### config.mk
export PLATFORM = sky130hd
export DESIGN_NAME = multicycle_controller_flat
export DESIGN_NICKNAME = d
export VERILOG_FILES = /design/src/rtl/multicycle_controller_if.sv /design/src/rtl/multicycle_controller.sv /design/src/flat_wrapper.sv
export SDC_FILE = /design/constraint.sdc
export NUM_CORES = 1
export LEC_CHECK = 0
export ABC_AREA = 1
export CAP_MARGIN = 20
export CORE_MARGIN = 3
export CORE_UTILIZATION = 34
export DETAILED_ROUTE_END_ITERATION = 8
export GPL_ROUTABILITY_DRIVEN = 0
export PLACE_DENSITY = 0.8
export SYNTH_ARGS = -nofsm -noshare
export SYNTH_HDL_FRONTEND = slang
export SYNTH_SLANG_ARGS = --single-unit
### constraint.sdc
create_clock -name clk -period 1.2 [get_ports clk]
set_clock_uncertainty 0.15 [all_clocks]
set_input_delay 0.18 -clock clk [delete_from_list [all_inputs] [get_ports clk]]
set_output_delay 0.18 -clock clk [all_outputs]
set_load 0.005 [all_outputs]
### src/rtl/multicycle_controller_if.sv
// Datapath control bundle between the RISC24 multicycle sequencer (master)
// and the datapath it drives (slave).
interface multicycle_controller_if;
  logic [3:0] opcode;
  logic [1:0] funct;
  logic       alu_zero;
  logic       alu_carry;
  logic       mem_ready;
  logic       ir_write;
  logic       pc_write;
  logic       pc_src;
  logic       alu_src_a;
  logic [1:0] alu_src_b;
  logic [1:0] alu_ctrl;
  logic       mem_read;
  logic       mem_write;
  logic       reg_write;
  logic       reg_dst;
  logic [1:0] wb_sel;
  logic       carry_flag;
  logic       zero_flag;
  logic       illegal;
  logic [3:0] state;

  modport master (
    input  opcode, funct, alu_zero, alu_carry, mem_ready,
    output ir_write, pc_write, pc_src, alu_src_a, alu_src_b, alu_ctrl,
           mem_read, mem_write, reg_write, reg_dst, wb_sel,
           carry_flag, zero_flag, illegal, state
  );

  modport slave (
    output opcode, funct, alu_zero, alu_carry, mem_ready,
    input  ir_write, pc_write, pc_src, alu_src_a, alu_src_b, alu_ctrl,
           mem_read, mem_write, reg_write, reg_dst, wb_sel,
           carry_flag, zero_flag, illegal, state
  );
endinterface

### src/rtl/multicycle_controller.sv
// Multicycle sequencer for the RISC24 datapath: fetch/decode/execute/memory/
// writeback stepping, datapath strobes, architectural C/Z flags.
// Optional build macro RISC24_ILLEGAL_HALT_EN: an illegal opcode parks the
// sequencer in HALT until reset instead of retiring as a NOP.
//
// state     | meaning
// ----------+-----------------------------------------------------------
// FETCH     | read IR at PC, PC <= PC+1 (stalls on mem_ready)
// DECODE    | ALUOut <= PC + sext imm (target), dispatch on opcode
// EXEC_R    | regA op regB, update flags
// WB_R      | write ALUOut to rc
// EXEC_ADDR | ALUOut <= regA + sext imm6
// MEM_RD    | read MDR (stalls on mem_ready)
// WB_MEM    | write MDR to ra
// MEM_WR    | store regB (stalls on mem_ready)
// BRANCH    | compare regA-regB, PC <= ALUOut if equal
// JAL       | ra <= PC, PC <= ALUOut
// HALT      | dead stop after illegal opcode (macro builds only)
module multicycle_controller (
  input logic                   clk,
  input logic                   reset,
  multicycle_controller_if.master bus
);

  typedef enum logic [3:0] {
    S_FETCH     = 4'd0,
    S_DECODE    = 4'd1,
    S_EXEC_R    = 4'd2,
    S_WB_R      = 4'd3,
    S_EXEC_ADDR = 4'd4,
    S_MEM_RD    = 4'd5,
    S_WB_MEM    = 4'd6,
    S_MEM_WR    = 4'd7,
    S_BRANCH    = 4'd8,
    S_JAL       = 4'd9
`ifdef RISC24_ILLEGAL_HALT_EN
    , S_HALT    = 4'd15
`endif
  } state_t;

  state_t state_q, state_d;
  logic   carry_q, zero_q;

  logic op_add, op_ndu, op_lw, op_sw, op_beq, op_jal;
  logic r_type, op_legal, cond_ok;

  logic       ir_write, pc_write, pc_src, alu_src_a;
  logic [1:0] alu_src_b, alu_ctrl, wb_sel;
  logic       mem_read, mem_write, reg_write, reg_dst, illegal;

  // Opcode classification and the conditional-execute predicate
  always_comb begin
    op_add   = (bus.opcode == 4'b0000);
    op_ndu   = (bus.opcode == 4'b0010);
    op_lw    = (bus.opcode == 4'b0100);
    op_sw    = (bus.opcode == 4'b0101);
    op_beq   = (bus.opcode == 4'b1100);
    op_jal   = (bus.opcode == 4'b1000);
    r_type   = (op_add || op_ndu) && (bus.funct != 2'b11);
    op_legal = r_type || op_lw || op_sw || op_beq || op_jal;
    case (bus.funct)
      2'b00:   cond_ok = 1'b1;
      2'b10:   cond_ok = carry_q;
      2'b01:   cond_ok = zero_q;
      default: cond_ok = 1'b0;
    endcase
  end

  // State register
  always_ff @(posedge clk or negedge reset) begin
    if (!reset) state_q <= S_FETCH;
    else        state_q <= state_d;
  end

  // Architectural flags: written only when leaving EXEC_R
  always_ff @(posedge clk or negedge reset) begin
    if (!reset) begin
      carry_q <= 1'b0;
      zero_q  <= 1'b0;
    end else if (state_q == S_EXEC_R) begin
      zero_q <= bus.alu_zero;
      if (op_add) carry_q <= bus.alu_carry;
    end
  end

  // Next-state and strobe decode; reset forces every output low
  always_comb begin
    state_d   = state_q;
    ir_write  = 1'b0;
    pc_write  = 1'b0;
    pc_src    = 1'b0;
    alu_src_a = 1'b0;
    alu_src_b = 2'b00;
    alu_ctrl  = 2'b00;
    mem_read  = 1'b0;
    mem_write = 1'b0;
    reg_write = 1'b0;
    reg_dst   = 1'b0;
    wb_sel    = 2'b00;
    illegal   = 1'b0;
    case (state_q)
      S_FETCH: begin
        mem_read  = 1'b1;
        alu_src_b = 2'b01;
        ir_write  = bus.mem_ready;
        pc_write  = bus.mem_ready;
        if (bus.mem_ready) state_d = S_DECODE;
      end
      S_DECODE: begin
        alu_src_b = op_jal ? 2'b11 : 2'b10;
        if (r_type)               state_d = cond_ok ? S_EXEC_R : S_FETCH;
        else if (op_lw || op_sw)  state_d = S_EXEC_ADDR;
        else if (op_beq)          state_d = S_BRANCH;
        else if (op_jal)          state_d = S_JAL;
        else begin
          illegal = 1'b1;
`ifdef RISC24_ILLEGAL_HALT_EN
          state_d = S_HALT;
`else
          state_d = S_FETCH;
`endif
        end
      end
      S_EXEC_R: begin
        alu_src_a = 1'b1;
        alu_ctrl  = op_ndu ? 2'b01 : 2'b00;
        state_d   = S_WB_R;
      end
      S_WB_R: begin
        reg_write = 1'b1;
        state_d   = S_FETCH;
      end
      S_EXEC_ADDR: begin
        alu_src_a = 1'b1;
        alu_src_b = 2'b10;
        state_d   = op_lw ? S_MEM_RD : S_MEM_WR;
      end
      S_MEM_RD: begin
        mem_read = 1'b1;
        if (bus.mem_ready) state_d = S_WB_MEM;
      end
      S_WB_MEM: begin
        reg_write = 1'b1;
        reg_dst   = 1'b1;
        wb_sel    = 2'b01;
        state_d   = S_FETCH;
      end
      S_MEM_WR: begin
        mem_write = 1'b1;
        if (bus.mem_ready) state_d = S_FETCH;
      end
      S_BRANCH: begin
        alu_src_a = 1'b1;
        alu_ctrl  = 2'b10;
        pc_src    = 1'b1;
        pc_write  = bus.alu_zero;
        state_d   = S_FETCH;
      end
      S_JAL: begin
        reg_write = 1'b1;
        reg_dst   = 1'b1;
        wb_sel    = 2'b10;
        pc_write  = 1'b1;
        pc_src    = 1'b1;
        state_d   = S_FETCH;
      end
`ifdef RISC24_ILLEGAL_HALT_EN
      S_HALT: state_d = S_HALT;
`endif
      default: state_d = S_FETCH;
    endcase
    if (!reset) begin
      ir_write  = 1'b0;
      pc_write  = 1'b0;
      pc_src    = 1'b0;
      alu_src_a = 1'b0;
      alu_src_b = 2'b00;
      alu_ctrl  = 2'b00;
      mem_read  = 1'b0;
      mem_write = 1'b0;
      reg_write = 1'b0;
      reg_dst   = 1'b0;
      wb_sel    = 2'b00;
      illegal   = 1'b0;
    end
  end

  assign bus.ir_write   = ir_write;
  assign bus.pc_write   = pc_write;
  assign bus.pc_src     = pc_src;
  assign bus.alu_src_a  = alu_src_a;
  assign bus.alu_src_b  = alu_src_b;
  assign bus.alu_ctrl   = alu_ctrl;
  assign bus.mem_read   = mem_read;
  assign bus.mem_write  = mem_write;
  assign bus.reg_write  = reg_write;
  assign bus.reg_dst    = reg_dst;
  assign bus.wb_sel     = wb_sel;
  assign bus.illegal    = illegal;
  assign bus.carry_flag = carry_q;
  assign bus.zero_flag  = zero_q;
  assign bus.state      = state_q;

endmodule

### src/flat_wrapper.sv
// flat-port wrapper written by rule: the top's interface ports become plain ports
module multicycle_controller_flat 
  (clk, reset, bus_opcode, bus_funct, bus_alu_zero, bus_alu_carry, bus_mem_ready, bus_ir_write, bus_pc_write, bus_pc_src, bus_alu_src_a, bus_alu_src_b, bus_alu_ctrl, bus_mem_read, bus_mem_write, bus_reg_write, bus_reg_dst, bus_wb_sel, bus_carry_flag, bus_zero_flag, bus_illegal, bus_state);
  multicycle_controller_if bus_i ();
  input logic clk;
  input logic reset;
  input wire logic [$bits(bus_i.opcode)-1:0] bus_opcode;
  input wire logic [$bits(bus_i.funct)-1:0] bus_funct;
  input wire logic [$bits(bus_i.alu_zero)-1:0] bus_alu_zero;
  input wire logic [$bits(bus_i.alu_carry)-1:0] bus_alu_carry;
  input wire logic [$bits(bus_i.mem_ready)-1:0] bus_mem_ready;
  output wire logic [$bits(bus_i.ir_write)-1:0] bus_ir_write;
  output wire logic [$bits(bus_i.pc_write)-1:0] bus_pc_write;
  output wire logic [$bits(bus_i.pc_src)-1:0] bus_pc_src;
  output wire logic [$bits(bus_i.alu_src_a)-1:0] bus_alu_src_a;
  output wire logic [$bits(bus_i.alu_src_b)-1:0] bus_alu_src_b;
  output wire logic [$bits(bus_i.alu_ctrl)-1:0] bus_alu_ctrl;
  output wire logic [$bits(bus_i.mem_read)-1:0] bus_mem_read;
  output wire logic [$bits(bus_i.mem_write)-1:0] bus_mem_write;
  output wire logic [$bits(bus_i.reg_write)-1:0] bus_reg_write;
  output wire logic [$bits(bus_i.reg_dst)-1:0] bus_reg_dst;
  output wire logic [$bits(bus_i.wb_sel)-1:0] bus_wb_sel;
  output wire logic [$bits(bus_i.carry_flag)-1:0] bus_carry_flag;
  output wire logic [$bits(bus_i.zero_flag)-1:0] bus_zero_flag;
  output wire logic [$bits(bus_i.illegal)-1:0] bus_illegal;
  output wire logic [$bits(bus_i.state)-1:0] bus_state;
  assign bus_i.opcode = bus_opcode;
  assign bus_i.funct = bus_funct;
  assign bus_i.alu_zero = bus_alu_zero;
  assign bus_i.alu_carry = bus_alu_carry;
  assign bus_i.mem_ready = bus_mem_ready;
  assign bus_ir_write = bus_i.ir_write;
  assign bus_pc_write = bus_i.pc_write;
  assign bus_pc_src = bus_i.pc_src;
  assign bus_alu_src_a = bus_i.alu_src_a;
  assign bus_alu_src_b = bus_i.alu_src_b;
  assign bus_alu_ctrl = bus_i.alu_ctrl;
  assign bus_mem_read = bus_i.mem_read;
  assign bus_mem_write = bus_i.mem_write;
  assign bus_reg_write = bus_i.reg_write;
  assign bus_reg_dst = bus_i.reg_dst;
  assign bus_wb_sel = bus_i.wb_sel;
  assign bus_carry_flag = bus_i.carry_flag;
  assign bus_zero_flag = bus_i.zero_flag;
  assign bus_illegal = bus_i.illegal;
  assign bus_state = bus_i.state;
  multicycle_controller u_core (.clk(clk), .reset(reset), .bus(bus_i));
endmodule
==> results of run 1 <==
## stage by stage
| step | util (%) | setup slack, ps | hold WS (ps) | setup TNS, ps |
|---|---|---|---|---|
| 2_1_floorplan | - | -88.84 | -265.6 | -818.3 |
| 3_5_place_dp | 76.48 | -836.4 | 349.7 | -14240 |
| 3_3_place_gp | 76.48 | -791.8 | 348.1 | -13700 |
## logic make-up after synthesis
| logic type | synth area share, % |
|---|---|
| flops | 25.70 |
| simple gates | 50.32 |
| mux | 2.569 |
| compound gates | 11.78 |
| buf+inv | 9.635 |
==> metrics.md, run 1 <==
| Metric | Value |
|---|---|
| Dpl cell area | approximately 1200 sq um |
| Yosys reg bits | 6 |
| Syn Std Cell Area | roughly 580 sq um |
| Resized cells post-CTS | 130 |
| Deepest clock path buffer count | 2 |
| Dpl cells | between 150 and 200 |
| Yosys top cell by area | dfrtp_1 |
| Exit stage | 4_1_cts |
| Post-synth EDFFs | 0 |
| Hold_buf cts | 1 |
| Initial Utilization | 37.48% |
| Sequential cell area fraction in the yosys report | roughly a quarter |
| Top cells by area, synth | dfrtp_1 26%, nand2_1 16%, nor2_1 9.6%, a21oi_1 5.1%, nand3_1 5.1% |
| Share of flip-flops with an asynchronous set or reset | 100.0% |
| I/O Pins | 32 |
| Synthesized area per cell | roughly 6.0 sq um |
| Outcome | did not finish |
| Synth cell count leaders | 25 x nand2_1, 15 x nor2_1, 8 x inv_1 |
| Total clock sinks | 6 |
| Post-DP HPWL | 1801 microns |
| Synthesized instance count | 97 |
| FP Rows | 14 |
| Die Wd | ~47 microns |
| Yosys cell types | 20 |
| I/O Buffers | 31 |
| Ys Warns | 0 |
| Synth Net Count | about 110 |
| Root buffer cell | clkbuf_4 |
| Run Error | [ERROR DPL-0038] Utilization greater than 100%, impossible to legalize |
| Post-synth top area share | around a quarter |
| Most common cell in the synthesized netlist | nand2_1 |
| Leading register cell type out of synthesis | dfrtp_1 |
| Number of buffers created by CTS | 3 |
| Die Height | between 40 and 50 microns |
| # Post-CTS Setup Buffers | 31 |
| Htree depth | 1 |
==> run 2, diff against run 1 <==
Settings changed: CORE_AREA set to 3 3 64 66, CORE_MARGIN 3 to not set, CORE_UTILIZATION 34 to not set, DIE_AREA set to 0 0 67 69, PLACE_DENSITY 0.8 to not set, PLACE_DENSITY_LB_ADDON set to 0.15.
Clock period 1.2 ns to 1.6 ns, I/O delays scaled along.
==> metrics.md, run 2 <==
| Metric | Value |
|---|---|
| Initial DRC Count | 5 |
| Final Net Count | approximately 190 |
| Worst-Skew Late Latency | about 220 ps |
| Final hold violation count | 0 |
| Fin util | 41.87% |
| Outcome | finished with violations |
| Yosys top cell by area | dfrtp_1 |
| Worst slew pin tran | between 200 and 300 ps |
| Violated checks | negative setup slack |
| Max_cap viols | 0 |
| Dpl cell area | about 1200 sq um |
| Core ar. | 3633 sq um |
| Ys Warns | 0 |
| Sequential cell area fraction in the yosys report | around a quarter |
| Pwr Total | about 2.2 mW |
| Final wirelength | 2721 microns |
| Post-synthesis xor/xnor area fraction | 0% |
| I/O Buffers | 31 |
| DP Worst Slack | -596.9 ps |
| Yosys reg bits | 6 |
| Power per cell area | about 1500 nW/um^2 |
| Initial antenna violation count | 0 |
| Deepest clock path buffer count | 2 |
| Top cells by area, synth | dfrtp_1 26%, nand2_1 16%, nor2_1 9.6%, a21oi_1 5.1%, nand3_1 5.1% |
| Worst Path Max Fanout | 3 |
| Vias in the first global route | about 1000 |
| Clock-pin slew on the worst setup and hold paths | approximately 40 ps |
| FP Rows | 22 |
| RSZ-0062 raised after global routing | true |
| Drt drc | 0 |
| Yosys cell types | 20 |
| First-pass DRT Iterations | 4 |
| Root buffer cell | clkbuf_8 |
| Synth cell count leaders | 25 x nand2_1, 15 x nor2_1, 8 x inv_1 |
| Initial Utilization | between 15 and 20% |
| CP cell instances | buf_6 > nor2_4 > buf_6 > nand2_4 > a31oi_2 > buf_2 |
| Number of buffers created by CTS | 3 |
| Share of flip-flops with an asynchronous set or reset | 100.0% |
| Post-synth top area share | 25.70% |
| GRT overflow | 0 |
| Worst vdd ir | 0.0008834 V |
| HP Class | reg2reg |
| Largest family of logic cells by synthesized area | simple AND/OR/NAND/NOR gates |
| Final period utilization | 113.1% |
| Vias | ~930 |
| First-pass GRT wire length | roughly 4500 microns |
| Via density | 4.157 |
| Area Overhead vs Synth | 160.4% |
| Complex-gate fraction of the synthesized area | between 10% and 20% |
| All-Layer GR Usage | 12.54% |
| Post-DP HPWL | about 1900 microns |
| Most common cell in the synthesized netlist | nand2_1 |
| Leading register cell type out of synthesis | dfrtp_1 |
| Syn Std Cell Area | between 500 and 600 sq um |
| Endpoints failing setup | 20 |
| Synthesized area per cell | around 6 sq um |
| Simple logic cell fraction of the synthesized area | about 50% |
| Post-synth EDFFs | 0 |
| Final min period | about 1800 ps |
| Worst Setup Path Type | reg2out |
| Largest net degree at the start of global routing | 11 |
| Arr. time, crit path | between 1000 and 1500 ps |
| Final instance area | approximately 1500 sq um |
| Relative slew slack | 80.66% |
| Die Height | ~69 microns |
| LEAKAGE | ~0.77 nW |
| Adder-Cell Fraction of Synth Area | 0% |
| Ant. Diodes | 0 |
| Slew Limit Fails | 0 |
| R2R setup slack | -140 ps |
| CP max-delay cell | dfrtp_1 |
| Commonest non-fill, non-tap cell in the layout | buf_4 |
| Synthesized instance count | 97 |
| Mux cell area share after synthesis | under 10% |
| Critical path capture point type | output port |
| WL per Instance | about 12 microns |
| Final worst slack | -210.0 ps |
| Setup TNS | -2573 ps |
| I/O Pins | 32 |
| Most frequent cells in the layout | 30 x buf_4, 16 x buf_6, 14 x nand2_1 |
| Die Wd | about 67 microns |
| Max incr delay on CP | around 400 ps |
| Synth Net Count | 108 |
| Total clock sinks | 6 |
| TritonCTS clock tree | built |
| Layout cells sized above 1 | between 60% and 70% |
| WP data required | roughly 1200 ps |
| Critical Path Start Type | flop |
| Largest register FFs | 4 |
| Htree depth | 1 |
| Fmax | roughly 550 MHz |
| Post-route ant nets | 0 |
| Most used cell, CP | buf_6 |
| Die area | 4623 sq um |
run 2: cells by family (layout without fill, tap and decap cells):
kind of cell           count (synthesis)  after routing
muxes                                  1              1
DFF                                    6              6
buffers and inverters                 14             92
and+or+nand+nor                       63             63
AOI/OAI and AO/OA                     13             13
run 2: worst paths after layout:
check                                                 start                           endpoint  depth (start not counted)
max                         u_core.bus.state[2]$_DFFE_PN0P_                      bus_alu_src_a                          6
max in group asynchronous                             reset    u_core.bus.state[0]$_DFFE_PN0P_                          3
max reg2reg                 u_core.bus.state[2]$_DFFE_PN0P_   u_core.bus.zero_flag$_DFFE_PN0P_                          7
min                        u_core.bus.zero_flag$_DFFE_PN0P_   u_core.bus.zero_flag$_DFFE_PN0P_                          1
min reg2reg                u_core.bus.zero_flag$_DFFE_PN0P_   u_core.bus.zero_flag$_DFFE_PN0P_                          1
min in group asynchronous                             reset  u_core.bus.carry_flag$_DFFE_PN0P_                          3
run 2: what timing repair did:
action	CTS	global route
endpoints found under the setup margin	19	20
hold endpoints to repair	6	0
pin swaps	19	15
gates resized for setup	108	27
hold buffers	1	0
buffers inserted	13	6
run 2: critical path: cells and delay by family (launching register included):
family | cells | cell delay [ps]
AOI/OAI and AO/OA | 1 | 150
buffers and inverters | 3 | 420
DFF | 1 | 400
and+or+nand+nor | 2 | 230
run 2: metal layers:
layer	vias up	wire, microns	GRT usage (%)
li1	467	-	-
met1	418	1072	13.99
met2	34	1389	22.82
met3	8	188	3.420
met4	0	72	2.928
met5	-	0	0
run 2: through the flow:
stage	cells	hold WS (ps)
floorplan	97	-205.6
global placement	202	385.7
detailed placement	202	382.8
CTS	219	397.5
global route	223	417.3
finish	223	394.4
run 2: layout make-up:
cell class                 count  area (sq um)
timing repair buffer          77         651.9
fill                         390          2112
inverter                      12         50.05
clock buffer                   3         41.29
multi-input combinational     77         564.3
sequential                     6         153.9
tap                           48         60.06
run 2: where the power goes:
| part | internal (mW) | leakage, nW | total [mW] | switching, mW |
|---|---|---|---|---|
| Combinational | 0.905 | 0.674 | 1.69 | 0.786 |
| Clock | 0.161 | 0.0216 | 0.225 | 0.0630 |
| Sequential | 0.219 | 0.0720 | 0.300 | 0.0804 |
No activity file was read; power rests on OpenSTA's default activity.
==> run 3, diff against run 2 <==
Settings changed: CORE_AREA 3 3 64 66 to 2 2 63 65, DIE_AREA 0 0 67 69 to 0 0 65 67, SETUP_SLACK_MARGIN set to 0.3.
==> metrics.md, run 3 (synthesized netlist as in run 2, its figures left out) <==
| Metric | Value |
|---|---|
| Drt drc | 0 |
| Min Hold Slack | between 400 and 500 ps |
| I/O Pins | 32 |
| Final worst slack | -273.8 ps |
| Post-route ant nets | 0 |
| RSZ-0062 raised after global routing | true |
| Register area | approximately 160 sq um |
| Violated checks | negative setup slack |
| Worst Path Max Fanout | 3 |
| Final wirelength | between 2000 and 3000 microns |
| Worst vdd ir | 0.0006093 V |
| Dpl cell area | approximately 1200 sq um |
| Vias | about 960 |
| R2R Path End | u_core.bus.zero_flag$_DFFE_PN0P_ |
| Die Height | ~67 microns |
| Arr. time, crit path | 1480 ps |
| P_int | ~1.3 mW |
| Final instance area | 1695 sq um |
| Ant. Diodes | 0 |
| Seq pwr share | roughly 14% |
| Clock-pin slew on the worst setup and hold paths | 40 ps |
| Die Wd | roughly 65 microns |
| Initial antenna violation count | 0 |
| Logic gate share of total power | between 70% and 80% |
| Max_cap viols | 0 |
| Die area | 4355 sq um |
| Via density | 4.072 |
| Core ar. | around 3600 sq um |
| Number of buffers created by CTS | 3 |
| Worst slew pin tran | 307.2 ps |
| HP Class | reg2reg |
| TritonCTS clock tree | built |
| First-pass GRT wire length | ~4400 microns |
| Largest net degree at the start of global routing | 9 |
| Fillcell total | between 300 and 400 |
| Initial Utilization | 16.20% |
| Initial DRC Count | 17 |
| Dpl cells | approximately 210 |
| R2R setup slack | -170 ps |
| First-pass DRT Iterations | 2 |
| Largest register FFs | 4 |
| I/O Buffers | 31 |
| Layout cells sized above 1 | around two thirds |
| Final period utilization | 117.1% |
| Vias in the first global route | between 1000 and 1500 |
| Endpoints failing setup | 21 |
| All-Layer GR Usage | between 10% and 20% |
| WP data required | between 1000 and 1500 ps |
| Final hold violation count | 0 |
| Final min period | 1874 ps |
| Post-DP HPWL | between 1500 and 2000 microns |
| DP Worst Slack | -616.4 ps |
| Clock Power Share | roughly a tenth |
| Worst-Skew Late Latency | 220 ps |
| Layout Cells excl Fill | ~240 |
| Fin util | a little under half |
| Footprint of the multi-input gates | approximately 600 sq um |
| WL per Instance | between 10 and 15 microns |
| Fmax | ~530 MHz |
| Final Net Count | 200 |
| Relative slew slack | between 70% and 80% |
| RR Startpoint | u_core.bus.state[3]$_DFFE_PN0P_ |
| Setup TNS | -3510 ps |
| Switching Fraction | between 40% and 50% |
| Worst Setup Path Type | reg2out |
| Worst setup path end | bus_reg_dst |
| Area Overhead vs Synth | 190.2% |
| Critical Path Start Type | flop |
| Critical path capture point type | output port |
| Most frequent cells in the layout | 31 x buf_4, 30 x buf_6, 17 x nand2_1 |
| Power per cell area | roughly 1400 nW/um^2 |
| Deepest clock path buffer count | 2 |
| Pwr Total | ~2.3 mW |
| LEAKAGE | approximately 0.84 nW |
| Root buffer cell | clkbuf_8 |
| NetSw | about 940 uW |
| GRT overflow | 0 |
| Slew Limit Fails | 0 |
| Commonest non-fill, non-tap cell in the layout | buf_4 |
| Critical Path Source | u_core.bus.state[2]$_DFFE_PN0P_ |
| Total clock sinks | 6 |
| Htree depth | 1 |
| FP Rows | 22 |
| Outcome | finished with violations |
| Reg2Reg Depth | 7 |
[run 3: cell types whose count changed in the layout (fill, tap and decap cells not counted), sizes merged]
| cell | before | now |
|---|---|---|
| buf | 58 | 75 |
| dlygate4sd2 | 5 | 1 |
| clkdlybuf4s50 | 11 | 9 |
| clkdlybuf4s15 | 2 | 3 |
[run 3: how the worst min path moves through the flow]
stage,start,endpoint,slack [ps],cells after the start
after CTS,u_core.bus.zero_flag$_DFFE_PN0P_,u_core.bus.zero_flag$_DFFE_PN0P_,390,1
after floorplan,reset,u_core.bus.carry_flag$_DFFE_PN0P_,-210,0
after global routing,u_core.bus.zero_flag$_DFFE_PN0P_,u_core.bus.zero_flag$_DFFE_PN0P_,430,1
after detailed placement,u_core.bus.zero_flag$_DFFE_PN0P_,u_core.bus.zero_flag$_DFFE_PN0P_,380,1
after global placement,u_core.bus.carry_flag$_DFFE_PN0P_,u_core.bus.carry_flag$_DFFE_PN0P_,390,2
final,u_core.bus.zero_flag$_DFFE_PN0P_,u_core.bus.zero_flag$_DFFE_PN0P_,400,1
[run 3: repair_timing]
item,CTS,global route
pin swaps,23,15
endpoints found under the hold margin,6,0
gates cloned,0,0
hold buffers,1,0
setup buffers,21,4
endpoints found under the setup margin,27,27
gates resized for setup,124,27
[run 3: metal layers]
layer	up-vias	share of wire, %	track usage [%]
met5	-	0	0
met4	0	0.91	3.191
met3	4	4.4	2.534
met2	26	54	24.61
met1	433	41	15.08
li1	494	-	-
[run 3: area by class of cell]
class	instances	area share, %
clock buffer	3	2.435
inverter	12	3.247
multi-input combinational	77	34.69
sequential	6	9.151
tap	48	3.542
timing repair buffer	89	46.94
[run 3: worst max-delay path: stages, from the launching register on]
cell	delay (ps)
dfrtp_2	430
buf_6	130
buf_4	120
nor3_2	170
a21oi_1	90
nor2_1	110
clkdlybuf4s15_2	210
[run 3: power groups by stage]
stage | clock, mW | sequential [mW] | combinational [mW]
global placement | 0 | 0.304 | 1.13
finish | 0.226 | 0.315 | 1.75
CTS | 0.230 | 0.307 | 1.54
global route | 0.239 | 0.325 | 1.89
detailed placement | 0 | 0.301 | 1.13
floorplan | 0 | 0.291 | 0.538
==> run 4, diff against run 3 <==
Settings changed: CTS_BUF_LIST set to sky130_fd_sc_hd__clkbuf_4 sky130_fd_sc_hd__clkbuf_8.
==> results of run 4 <==
No change in the layout: final DEF, timing and power equal those of run 3.
